$ cat src/rtl/fwd_hazard_unit.sv
// fwd_hazard_unit: EX operand forwarding, load-use bubble and load-miss freeze with timeout watchdog.
// Optional build macro FWD_STATS_EN adds saturating stall/freeze/forward event counters.

// Per-source operand mux: EX/MEM > MEM/WB > history (newest first) > register file.
module fwd_src_sel #(
    parameter int XLEN   = 32,
    parameter int REG_AW = 5,
    parameter int HD_W   = 1
) (
    input  logic [REG_AW-1:0]            rs,
    input  logic [XLEN-1:0]              rf_opnd,
    input  logic [REG_AW-1:0]            mem_rd,
    input  logic                         mem_regwrite,
    input  logic                         mem_memread,
    input  logic [XLEN-1:0]              mem_data,
    input  logic [REG_AW-1:0]            wb_rd,
    input  logic                         wb_regwrite,
    input  logic [XLEN-1:0]              wb_data,
    input  logic [HD_W-1:0]              hist_valid,
    input  logic [HD_W-1:0][REG_AW-1:0]  hist_rd,
    input  logic [HD_W-1:0][XLEN-1:0]    hist_data,
    output logic [1:0]                   sel,
    output logic [XLEN-1:0]              opnd
);

    always_comb begin
        sel  = 2'b00;
        opnd = rf_opnd;
        if (rs != '0) begin
            if (mem_regwrite && !mem_memread && (mem_rd == rs)) begin
                sel  = 2'b10;
                opnd = mem_data;
            end else if (wb_regwrite && (wb_rd == rs)) begin
                sel  = 2'b01;
                opnd = wb_data;
            end else begin
                // Walk oldest to newest so the newest match wins.
                for (int i = HD_W - 1; i >= 0; i--) begin
                    if (hist_valid[i] && (hist_rd[i] == rs)) begin
                        sel  = 2'b11;
                        opnd = hist_data[i];
                    end
                end
            end
        end
    end

endmodule

module fwd_hazard_unit #(
    parameter int XLEN       = 32,
    parameter int REG_AW     = 5,
    parameter int NUM_SRC    = 2,
    parameter int HIST_DEPTH = 1,
    parameter int TIMEOUT    = 64
) (
    input  logic                      clk_i,
    input  logic                      rst_i,
    input  logic                      id_valid_i,
    input  logic [NUM_SRC*REG_AW-1:0] id_rs_i,
    input  logic [NUM_SRC*REG_AW-1:0] ex_rs_i,
    input  logic [NUM_SRC*XLEN-1:0]   ex_opnd_i,
    input  logic [REG_AW-1:0]         ex_rd_i,
    input  logic                      ex_memread_i,
    input  logic [REG_AW-1:0]         mem_rd_i,
    input  logic                      mem_regwrite_i,
    input  logic                      mem_memread_i,
    input  logic [XLEN-1:0]           mem_data_i,
    input  logic                      dmem_ready_i,
    input  logic [REG_AW-1:0]         wb_rd_i,
    input  logic                      wb_regwrite_i,
    input  logic [XLEN-1:0]           wb_data_i,
    output logic [NUM_SRC*XLEN-1:0]   ex_opnd_o,
    output logic [NUM_SRC*2-1:0]      fwd_sel_o,
    output logic                      stall_o,
    output logic                      flush_ex_o,
    output logic                      freeze_o,
    output logic                      timeout_o
`ifdef FWD_STATS_EN
    ,
    output logic [31:0]               stat_stall_o,
    output logic [31:0]               stat_freeze_o,
    output logic [31:0]               stat_fwd_o
`endif
);

    localparam int HD_W = (HIST_DEPTH > 0) ? HIST_DEPTH : 1;
    localparam int CW   = $clog2(TIMEOUT + 1);

    typedef enum logic [1:0] {S_RUN, S_WAIT, S_TMO} state_t;

    state_t                      state;
    logic [CW-1:0]               cnt;
    logic                        freeze;
    logic                        lu_match;
    logic                        load_use;
    logic [HD_W-1:0]             hist_valid;
    logic [HD_W-1:0][REG_AW-1:0] hist_rd;
    logic [HD_W-1:0][XLEN-1:0]   hist_data;
    logic [NUM_SRC-1:0][1:0]     sel_raw;
    logic [NUM_SRC-1:0][XLEN-1:0] opnd_raw;

    // ---------------- operand selection ----------------
    for (genvar k = 0; k < NUM_SRC; k++) begin : g_src
        fwd_src_sel #(
            .XLEN   (XLEN),
            .REG_AW (REG_AW),
            .HD_W   (HD_W)
        ) u_sel (
            .rs           (ex_rs_i[k*REG_AW +: REG_AW]),
            .rf_opnd      (ex_opnd_i[k*XLEN +: XLEN]),
            .mem_rd       (mem_rd_i),
            .mem_regwrite (mem_regwrite_i),
            .mem_memread  (mem_memread_i),
            .mem_data     (mem_data_i),
            .wb_rd        (wb_rd_i),
            .wb_regwrite  (wb_regwrite_i),
            .wb_data      (wb_data_i),
            .hist_valid   (hist_valid),
            .hist_rd      (hist_rd),
            .hist_data    (hist_data),
            .sel          (sel_raw[k]),
            .opnd         (opnd_raw[k])
        );
    end

    assign fwd_sel_o = rst_i ? '0 : sel_raw;
    assign ex_opnd_o = rst_i ? '0 : opnd_raw;

    // ---------------- write-back history ----------------
    if (HIST_DEPTH > 0) begin : g_hist
        always_ff @(posedge clk_i or posedge rst_i) begin
            if (rst_i) begin
                hist_valid <= '0;
                hist_rd    <= '0;
                hist_data  <= '0;
            end else if (wb_regwrite_i && (wb_rd_i != '0) && !freeze) begin
                for (int i = HIST_DEPTH - 1; i > 0; i--) begin
                    hist_valid[i] <= hist_valid[i-1];
                    hist_rd[i]    <= hist_rd[i-1];
                    hist_data[i]  <= hist_data[i-1];
                end
                hist_valid[0] <= 1'b1;
                hist_rd[0]    <= wb_rd_i;
                hist_data[0]  <= wb_data_i;
            end
        end
    end else begin : g_no_hist
        assign hist_valid = '0;
        assign hist_rd    = '0;
        assign hist_data  = '0;
    end

    // ---------------- load-use and freeze ----------------
    always_comb begin
        lu_match = 1'b0;
        for (int k = 0; k < NUM_SRC; k++) begin
            if (id_rs_i[k*REG_AW +: REG_AW] == ex_rd_i) lu_match = 1'b1;
        end
    end

    assign load_use = id_valid_i && ex_memread_i && (ex_rd_i != '0) && lu_match;

    // Once timed out the freeze is dropped so the core can reach its error handling.
    assign freeze = ((state == S_RUN) || (state == S_WAIT)) && mem_memread_i && !dmem_ready_i;

    assign freeze_o   = !rst_i && freeze;
    assign stall_o    = !rst_i && (freeze || load_use);
    assign flush_ex_o = !rst_i && !freeze && load_use;

    // ---------------- load wait FSM ----------------
    always_ff @(posedge clk_i or posedge rst_i) begin
        if (rst_i) begin
            state     <= S_RUN;
            cnt       <= '0;
            timeout_o <= 1'b0;
        end else begin
            case (state)
                S_RUN: begin
                    if (mem_memread_i && !dmem_ready_i) begin
                        state <= S_WAIT;
                        cnt   <= CW'(1);
                    end
                end
                S_WAIT: begin
                    if (dmem_ready_i) begin
                        state <= S_RUN;
                        cnt   <= '0;
                    end else if (cnt == CW'(TIMEOUT)) begin
                        state     <= S_TMO;
                        timeout_o <= 1'b1;
                    end else begin
                        cnt <= cnt + CW'(1);
                    end
                end
                S_TMO: timeout_o <= 1'b1;
                default: begin
                    state <= S_RUN;
                    cnt   <= '0;
                end
            endcase
        end
    end

`ifdef FWD_STATS_EN
    // ---------------- saturating event counters ----------------
    always_ff @(posedge clk_i or posedge rst_i) begin
        if (rst_i) begin
            stat_stall_o  <= '0;
            stat_freeze_o <= '0;
            stat_fwd_o    <= '0;
        end else begin
            if (flush_ex_o && (stat_stall_o != '1))     stat_stall_o  <= stat_stall_o + 32'd1;
            if (freeze_o && (stat_freeze_o != '1))      stat_freeze_o <= stat_freeze_o + 32'd1;
            if ((|fwd_sel_o) && (stat_fwd_o != '1))     stat_fwd_o    <= stat_fwd_o + 32'd1;
        end
    end
`endif

endmodule

$ cat config.mk
export PLATFORM = sky130hd
export DESIGN_NAME = fwd_hazard_unit
export DESIGN_NICKNAME = d
export VERILOG_FILES = /design/src/rtl/fwd_hazard_unit.sv
export SDC_FILE = /design/constraint.sdc
export NUM_CORES = 1
export LEC_CHECK = 0
export CAP_MARGIN = 20
export CORE_MARGIN = 3
export CORE_UTILIZATION = 45
export CTS_CLUSTER_DIAMETER = 150
export CTS_CLUSTER_SIZE = 28
export DETAILED_ROUTE_END_ITERATION = 12
export GPL_ROUTABILITY_DRIVEN = 0
export PLACE_DENSITY = 0.92
export SLEW_MARGIN = 20
export SYNTH_ARGS = -nofsm -noshare
export SYNTH_HDL_FRONTEND = slang
export SYNTH_SLANG_ARGS = --single-unit
$ cat constraint.sdc
create_clock -name clk_i -period 10.7 [get_ports clk_i]
set_input_delay 2.14 -clock clk_i [delete_from_list [all_inputs] [get_ports clk_i]]
set_output_delay 2.14 -clock clk_i [all_outputs]
set_load 0.05 [all_outputs]
==> results.py <==
metrics = {
    "pwr": {
        "peakVddDrop_mv": 0.0724,
        "powerDensity_nw_per_um2": 95.1,
        "totalPowerFinal_uw": 762,
        "p_leak_nw": 2.87,
    },
    "sta": {
        "worst_slew_pin_slew_ns": 0.962,
        "fmax_mhz": 129,
        "final_hold_viol_count": 0,
        "fin_hold_ws_ns": 0.481,
        "rsz0062_at_grt": "no",
        "finalCritPeriodShare_pct": 72.7,
        "tns_ns": 0,
        "slew_headroom_pct": 35.9,
        "finClkSkew_ns": 0.00674,
        "fin_crit_ns": 7.77,
        "setup-violations-final": 0,
        "drv_slew": 0,
        "fin_ws_ns": 2.93,
    },
    "grt": {
        "grtUsageMet1_pct": 38.9,
        "busiest_layer": "met2",
        "grt_pass1_wl_mm": 33.0,
        "grt_overflow": 0,
        "use_met2_pct": 49.8,
        "grt_pass1_vias": 6637,
        "antenna_found_initial": 0,
        "grt_max_degree": 85,
        "use_met3_pct": 5.23,
        "grtUsageTotal_pct": 30.1,
    },
    "worst_setup_path": {
        "cpMostUsedCell": "clkdlybuf4s50_1",
        "crit_path_start_kind": "primary input",
        "cp_cell_sequence": "clkdlybuf4s50_1 -> xnor2_1 -> nand3_1 -> buf_4 -> nor3_1 -> o21ai_1 -> a221oi_1 -> clkdlybuf4s50_1",
        "arrival_ns": 5.63,
        "slowest_stage": "clkdlybuf4s50_1",
        "slowest_delay_ns": 0.91,
        "cp_max_fo": 17,
        "required_ns": 8.56,
        "crit_type": "in2out",
        "endpoint_kind": "output port",
    },
    "logic_synthesis": {
        "synthMuxAreaShare_pct": 7.38,
        "synth_fp_nets": 882,
        "synth-simple-area-share_pct": 19.2,
        "syn_inst": 709,
        "avgSynthCellArea_um2": 7.75,
        "yosys_register_bits": 48,
        "syn_area_um2": 5490,
        "ys_warn_count": 0,
        "ys_dominant_reg_cell": "dfrtp_1",
        "synth_cell_types": 51,
        "synth_compound_area_share_pct": 36.6,
        "synth-async-reset-ratio_pct": 100,
        "synthXorXnorAreaFrac_pct": 7.17,
        "synth_fa_ha_area_share_pct": 0.455,
        "synth-edff-count": 0,
        "ys_seq_area_share_pct": 21.9,
        "synth_top_family_by_area": "compound AO/OA/AOI/OAI gates",
    },
    "final_layout": {
        "syn2layout_area_growth_pct": 45.9,
        "drive_gt1_share_pct": 5.65,
        "layout.cells.non_filler": 1045,
        "final_common_cell": "clkdlybuf4s50_1",
        "layout.nets": 1074,
        "antenna_cells": 0,
        "final_cell_mix": "242 x clkdlybuf4s50_1, 76 x nor2_1, 68 x nor3_1",
    },
    "clock_tree": {
        "cts_root_buffer": "clkbuf_16",
        "cts_hold_buf": 0,
        "cts_resized": 0,
        "htreeDepth": 2,
        "cts_inserted_buffers": 5,
        "clk_latency_ns": 0.29,
        "cts_max_path_buffers": 2,
        "cts_tree": "yes",
        "clk_pin_slew_ns": 0.07,
        "cts_setup_buffers": 0,
        "clock_sinks": 48,
    },
    "placed_design": {
        "place_ws_ns": 2.75,
        "dp_hpwl_mm": 14.7,
        "numPortBuffers": 242,
        "dp_cells": 1037,
    },
    "die": {
        "start_util_pct": 47.1,
        "num_rows": 39,
        "dieArea_um2": 13600,
        "ios": 243,
        "die_h_um": 116,
        "core_um2": 11700,
        "die_w_um": 116,
    },
    "detailed_routing": {
        "wl_mm": 21.1,
        "drt_iter0_drc": 602,
        "drt_pass1_iterations": 5,
        "wire_per_inst_um": 20.2,
        "detail-route-antenna-nets": 0,
        "via_count": 6786,
        "viasPerCell": 6.49,
        "drc": 0,
    },
    "outcome": {
        "status": "completed",
    },
    "run": {
        "max-cap-violations": 0,
    },
    "min_path": {
        "min_path_type": "reg2reg",
    },
}
==> critical path, delay by kind of cell <==
kind / cells / cell delay (ns)
buffers and inverters: 3 / 1.99
and+or+nand+nor: 2 / 0.89
AOI/OAI and AO/OA: 2 / 0.43
xor gates and xnor gates: 1 / 0.18
==> state kept, by name, summed over array words and instances (netlist names) <==
| name | count |
|---|---|
| hist_data | 32 |
| cnt | 7 |
| hist_rd | 5 |
| state | 2 |
| hist_valid | 1 |
| timeout_o | 1 |
==> power by group <==
group	total [mW]	switching, mW	internal, mW
registers	0.223	0.0189	0.204
clock network	0.179	0.0689	0.110
logic	0.360	0.204	0.156
total	0.762	0.292	0.470
==> through the flow <==
step                instance area [um^2]  utilization [%]
finish                              8010             68.7
global route                        8010             68.7
CTS                                 8010             68.7
detailed placement                  7840             67.2
global placement                    7840             67.2
floorplan                           5490                -
==> cell type report <==
| type | count | area [um^2] |
|---|---|---|
| multi-input combinational | 582 | 3910 |
| fill | 946 | 3650 |
| timing repair buffer | 255 | 2520 |
| sequential | 48 | 1200 |
| tap | 143 | 179 |
| clock buffer | 5 | 125 |
| clock inverter | 3 | 42.5 |
| inverter | 9 | 36.3 |
==> routing by layer <==
metal | vias to the layer above | wire length (um)
met5 | - | 0
met4 | 0 | 816
met2 | 455 | 9930
met1 | 3158 | 8380
met3 | 76 | 1990
li1 | 3097 | -
==> cell usage after synthesis (all sizes together), types with 12 or more instances <==
cell	n	area (um^2)
a21oi	63	315
nor3	68	340
xnor2	33	289
buf	36	243
nor2	76	285
o31ai	60	450
mux2	36	405
o21a	59	443
clkbuf	34	128
dfrtp	48	1200
nand2	41	154
o221ai	63	552
xor2	12	105
==> cell families after synthesis <==
family,Yosys count
compound gates,275
simple gates,224
buf+inv,79
xor+xnor,45
flops,48
mux,36
fa+ha+maj,2
==> final timing paths <==
check                                       from                         to  slack (ns)  cells after the start
setup / recovery                      ex_rs_i[9]              ex_opnd_o[62]        2.93                      8
hold / removal             timeout_o$_DFFE_PP0P_      timeout_o$_DFFE_PP0P_        0.48                      1
setup reg to reg            state[1]$_DFFE_PP0P_  hist_data[29]$_DFFE_PP0P_        8.77                      5
hold reg to reg            timeout_o$_DFFE_PP0P_      timeout_o$_DFFE_PP0P_        0.48                      1
max in group asynchronous                  rst_i  hist_data[29]$_DFFE_PP0P_        7.10                      3
min in group asynchronous                  rst_i         cnt[4]$_DFFE_PP0P_        2.74                      2
Note: power is estimated with default switching activity, not from simulation.
